$ cat src/rtl/cpu_types_pkg.sv
// Shared register-index and destination-tag types for the decode-to-writeback
// tag pipeline that feeds the forwarding unit.
package cpu_types_pkg;

  typedef logic [4:0] regbits_t;

  typedef struct packed {
    logic     valid;
    regbits_t wsel;
    logic     regwrite;
    logic     memread;
  } dest_tag_t;

  localparam dest_tag_t TAG_BUBBLE = '0;

  // A tag only reports a register write for a real instruction targeting a non-zero register.
  function automatic dest_tag_t qualify_tag(input logic     valid,
                                            input regbits_t wsel,
                                            input logic     regwrite,
                                            input logic     memread);
    dest_tag_t t;
    t.valid    = valid;
    t.wsel     = wsel;
    t.regwrite = regwrite & valid & (wsel != 5'd0);
    t.memread  = memread & valid;
    return t;
  endfunction

endpackage

$ cat src/rtl/fwd_stage_reg.sv
// One pipeline stage's destination tag: freeze on hold, squash on bubble, otherwise load.
module fwd_stage_reg
  import cpu_types_pkg::*;
(
  input  logic      clk,
  input  logic      srst,
  input  logic      hold,
  input  logic      bubble,
  input  dest_tag_t d,
  output dest_tag_t q
);

  dest_tag_t tag_q, tag_d;

  always_comb begin
    tag_d = tag_q;
    if (!hold) begin
      tag_d = bubble ? TAG_BUBBLE : d;
    end
  end

  always_ff @(posedge clk) begin
    if (srst) begin
      tag_q <= TAG_BUBBLE;
    end else begin
      tag_q <= tag_d;
    end
  end

  assign q = tag_q;

endmodule

$ cat src/rtl/fwd_source_pipe.sv
// Destination-tag pipeline (ID/EX, EX/MEM, MEM/WB) driving forwarding-unit sources,
// with load-use bubble insertion, data-cache freeze and branch-flush handling.
module fwd_source_pipe
  import cpu_types_pkg::*;
#(
  parameter int STALL_CNT_W = 16
) (
  input  logic                   CLK,
  input  logic                   RST,
  input  logic                   id_valid,
  input  logic [4:0]             id_wsel,
  input  logic                   id_regwrite,
  input  logic                   id_memread,
  input  logic [4:0]             id_rsel1,
  input  logic [4:0]             id_rsel2,
  input  logic                   id_uses1,
  input  logic                   id_uses2,
  input  logic                   mem_wait,
  input  logic                   flush_idex,
  output logic [4:0]             wsel_memory,
  output logic [4:0]             wsel_writeback,
  output logic                   Reg_write_memory,
  output logic                   Reg_write_writeback,
  output logic [4:0]             ex_wsel,
  output logic                   load_use_stall,
  output logic                   pc_write_en,
  output logic [STALL_CNT_W-1:0] stall_count
);

  dest_tag_t id_tag;
  dest_tag_t idex_q, exmem_q, memwb_q;
  logic      hazard;
  logic      insert_bubble;

  logic [STALL_CNT_W-1:0] stall_count_q, stall_count_d;

  assign id_tag = qualify_tag(id_valid, id_wsel, id_regwrite, id_memread);

  assign hazard = idex_q.valid & idex_q.memread & idex_q.regwrite & id_valid &
                  ((id_uses1 & (id_rsel1 == idex_q.wsel)) |
                   (id_uses2 & (id_rsel2 == idex_q.wsel)));

  // A freeze or a flush both make the stall unnecessary for this cycle.
  assign load_use_stall = hazard & ~flush_idex & ~mem_wait;
  assign pc_write_en    = ~load_use_stall & ~mem_wait;
  assign insert_bubble  = flush_idex | load_use_stall;

  fwd_stage_reg u_idex (
    .clk(CLK), .srst(RST), .hold(mem_wait), .bubble(insert_bubble),
    .d(id_tag), .q(idex_q)
  );

  fwd_stage_reg u_exmem (
    .clk(CLK), .srst(RST), .hold(mem_wait), .bubble(1'b0),
    .d(idex_q), .q(exmem_q)
  );

  fwd_stage_reg u_memwb (
    .clk(CLK), .srst(RST), .hold(mem_wait), .bubble(1'b0),
    .d(exmem_q), .q(memwb_q)
  );

  always_comb begin
    stall_count_d = stall_count_q;
    if (load_use_stall && (stall_count_q != {STALL_CNT_W{1'b1}})) begin
      stall_count_d = stall_count_q + 1'b1;
    end
  end

  always_ff @(posedge CLK) begin
    if (RST) begin
      stall_count_q <= '0;
    end else begin
      stall_count_q <= stall_count_d;
    end
  end

  assign ex_wsel             = idex_q.wsel;
  assign wsel_memory         = exmem_q.wsel;
  assign Reg_write_memory    = exmem_q.valid & exmem_q.regwrite;
  assign wsel_writeback      = memwb_q.wsel;
  assign Reg_write_writeback = memwb_q.valid & memwb_q.regwrite;
  assign stall_count         = stall_count_q;

  // Load flags past EX are carried for uniformity of the tag but not consumed.
  logic unused_tag_bits;
  assign unused_tag_bits = exmem_q.memread ^ memwb_q.memread;

endmodule

$ cat config.mk
export PLATFORM = sky130hd
export DESIGN_NAME = fwd_source_pipe
export DESIGN_NICKNAME = d
export VERILOG_FILES = /design/src/rtl/cpu_types_pkg.sv /design/src/rtl/fwd_stage_reg.sv /design/src/rtl/fwd_source_pipe.sv
export SDC_FILE = /design/constraint.sdc
export NUM_CORES = 1
export LEC_CHECK = 0
export CAP_MARGIN = 15
export CORE_ASPECT_RATIO = 0.8
export CORE_MARGIN = 4
export CORE_UTILIZATION = 45
export CTS_CLUSTER_DIAMETER = 120
export DETAILED_ROUTE_END_ITERATION = 8
export GPL_ROUTABILITY_DRIVEN = 0
export PLACE_DENSITY = 0.86
export SYNTH_ARGS = -nofsm -noshare
export SYNTH_HDL_FRONTEND = slang
export SYNTH_SLANG_ARGS = --single-unit
$ cat constraint.sdc
create_clock -name CLK -period 3.46 [get_ports CLK]
set_input_delay 0.692 -clock CLK [delete_from_list [all_inputs] [get_ports CLK]]
set_output_delay 0.692 -clock CLK [all_outputs]
set_load 0.02 [all_outputs]
==> impl_metrics.py <==
metrics = {
    "status": {
        "status": "finished clean",
    },
    "timing": {
        "rsz0062_at_grt": "false",
        "period_needed_ns": 3.33,
        "hold_viol_final": 0,
        "max_slew_margin": 0.664,
        "finalSetupViolCount": 0,
        "hold_slack_ns": 0.497,
        "slew_violations": 0,
        "fin_setup_tns_ns": 0,
        "fin_skew_ns": 0.00743,
        "setup_ws_ns": 0.129,
        "max_freq_mhz": 300,
        "fin_crit_sh": 0.963,
        "worst_pin_slew_ns": 0.502,
    },
    "critical_path": {
        "arrival_ns": 2.64,
        "worst-path-buf-inv": 2,
        "crit_path_frequent_cell": "clkdlybuf4s50_1",
        "end_kind": "output port",
        "critPathRequiredTime_ns": 2.77,
        "crit_path_start_kind": "primary input",
        "critPathTopFamily": "buffers and inverters",
        "max_stage_delay_ns": 0.56,
        "path_class": "primary input to output port",
        "critical_path.slowest_cell": "or4b_4",
        "worst-path-max-fanout": 2,
        "crit_chain": "clkdlybuf4s50_1 -> xor2_1 -> or4b_4 -> o22ai_1 -> nor2_1 -> clkdlybuf4s50_1",
    },
    "detailed_routing": {
        "drtIter0Drc": 107,
        "ant_nets": 0,
        "wl_per_cell_um": 15.2,
        "vias_per_cell": 5.62,
        "routed_wl_um": 4790,
        "vias": 1776,
        "first_pass_iters": 4,
        "drc": 0,
    },
    "floorplan": {
        "rows": 20,
        "die_x_um": 80.9,
        "core_area_um2": 3950,
        "die_area_um2": 5370,
        "die_height_um": 66.3,
        "start_util": 0.484,
        "num_io_pins": 59,
    },
    "clock_network": {
        "cts_inserted_buffers": 5,
        "cts_hold_repair.buffers": 0,
        "clkLatencyLatePin_ns": 0.29,
        "cts.sinks": 38,
        "cts_setup_buffers": 0,
        "clk_path_buf_depth": 2,
        "post_cts_resized": 1,
        "cts_root_buf": "clkbuf_8",
        "htreeDepth": 2,
        "cts.clk_slew.worst_paths_ns": 0.08,
        "cts_tree": "built",
    },
    "yosys": {
        "yosys.area.top_type": "dfxtp_1",
        "syn_area_um2": 1910,
        "synth_enable_flop_cells": 0,
        "synth_commonest_cells": "dfxtp_1, nor2_1, buf_4, mux2i_1, a21oi_1",
        "ys_ff_latch": 38,
        "async_flop_share": 0,
        "yosys-top-cells-area": "dfxtp_1, mux2i_1, buf_4",
        "synth_cells": 209,
        "ys_seq_area_frac": 0.397,
        "ys.flop_type": "dfxtp_1",
        "synth_warnings": 0,
        "yosys.cell_count.top_type": "dfxtp_1",
        "postSynthAreaPerCell_um2": 9.16,
        "synth_fp_nets": 234,
        "synth_top_area_frac": 0.397,
        "ys_types": 46,
    },
    "job": {
        "maxCapViolCount": 0,
    },
    "power": {
        "power_w": 0.000915,
        "p_sw_w": 0.000208,
        "cellPowerDensity_nw_per_um2": 354,
        "comb_power_share": 0.103,
        "p_seq_frac": 0.492,
        "p_sw_frac": 0.227,
        "pwr-share-clk": 0.405,
        "leakagePower_nw": 0.898,
        "intPower_w": 0.000707,
        "peakVddDrop_v": 0.000250,
    },
    "cells_and_area": {
        "nNetsFinal": 285,
        "drive_gt1_frac": 0.0843,
        "postLayoutCellArea_um2": 2580,
        "n_antenna_cell": 0,
        "area_growth_pct": 35.0,
    },
    "hold_path": {
        "hp-class": "flop to flop",
    },
    "place": {
        "pre_cts_ws_ns": -0.0515,
        "postPlaceCellArea_um2": 2470,
        "portBuffers": 58,
        "post-dp-hpwl_um": 3540,
    },
    "global_route": {
        "grt_antenna_before_repair": 0,
        "grt_pass1_vias": 1653,
        "overflow": 0,
        "grt_pass1_wl_um": 7710,
        "grt_max_degree": 33,
        "grt_usage": 0.188,
    },
}
-- routing by layer --
metal | share of wire | up-vias | global-route usage | routed length (µm)
met2 | 0.46 | 54 | 0.278 | 2220
met3 | 0.053 | 3 | 0.0436 | 255
met4 | 0.0052 | 0 | 0.0759 | 25
met5 | 0 | - | 0 | 0
li1 | - | 872 | - | -
met1 | 0.48 | 847 | 0.260 | 2290
-- metrics by stage --
stage | util | cells
2_1_floorplan | - | 209
3_3_place_gp | 0.625 | 307
3_5_place_dp | 0.625 | 307
4_1_cts | 0.653 | 315
5_1_grt | 0.654 | 316
6_report | 0.654 | 316
-- tightest hold or removal path, stage by stage, from the launching register on --
cell and delay, ns:
dfxtp_1 0.33, mux2i_1 0.07, nor2_1 0.07
-- power groups by stage --
stage | registers [W] | clock network (W) | logic [W]
after detailed placement | 0.000460 | 0 | 0.0000933
after floorplan | 0.000457 | 0 | 0.0000488
after global placement | 0.000460 | 0 | 0.0000920
final | 0.000450 | 0.000371 | 0.0000940
after global routing | 0.000451 | 0.000397 | 0.000101
after CTS | 0.000450 | 0.000377 | 0.0000937
-- state kept, by name (all words and copies together) (netlist names) --
register / flops
stall_count: 16
u_idex.q: 8
u_memwb.q: 7
u_exmem.q: 7
-- cell families after synthesis --
| family | after synthesis | share of synthesized area |
|---|---|---|
| compound gates | 46 | 0.172 |
| mux | 15 | 0.0791 |
| simple gates | 71 | 0.210 |
| fa+ha+maj | 1 | 0.00653 |
| buf+inv | 28 | 0.0889 |
| flops | 38 | 0.397 |
| xor+xnor | 10 | 0.0457 |
-- area by class of cell --
cell class | instances | area [µm²]
Clock buffer | 5 | 68.8
Clock inverter | 3 | 40.0
Fill cell | 339 | 1370
Inverter | 5 | 18.8
Multi-Input combinational cell | 143 | 983
Sequential cell | 38 | 761
Tap cell | 55 | 68.8
Timing Repair Buffer | 67 | 644
-- path summary, 6_finish.rpt --
| check | to | cells after the start | start | slack [ns] |
|---|---|---|---|---|
| setup / recovery | pc_write_en | 6 | id_rsel2[4] | 0.13 |
| hold / removal | u_memwb.q[5] | 2 | u_memwb.q[5] | 0.50 |
| setup reg to reg | stall_count[4] | 6 | u_idex.q[6] | 1.12 |
| hold reg to reg | u_memwb.q[5] | 2 | u_memwb.q[5] | 0.50 |
-- cell usage in the layout, fill, tap and decap left out, types with 8 or more instances in the layout --
cell type,Yosys,layout
clkdlybuf4s50_1,0,57
dfxtp_1,38,38
nor2_1,21,21
mux2i_1,14,14
a21oi_1,13,13
or4_1,11,11
nand4_1,10,10
o31ai_1,8,8
buf_4,15,8
(Power assumes the default switching activity.)
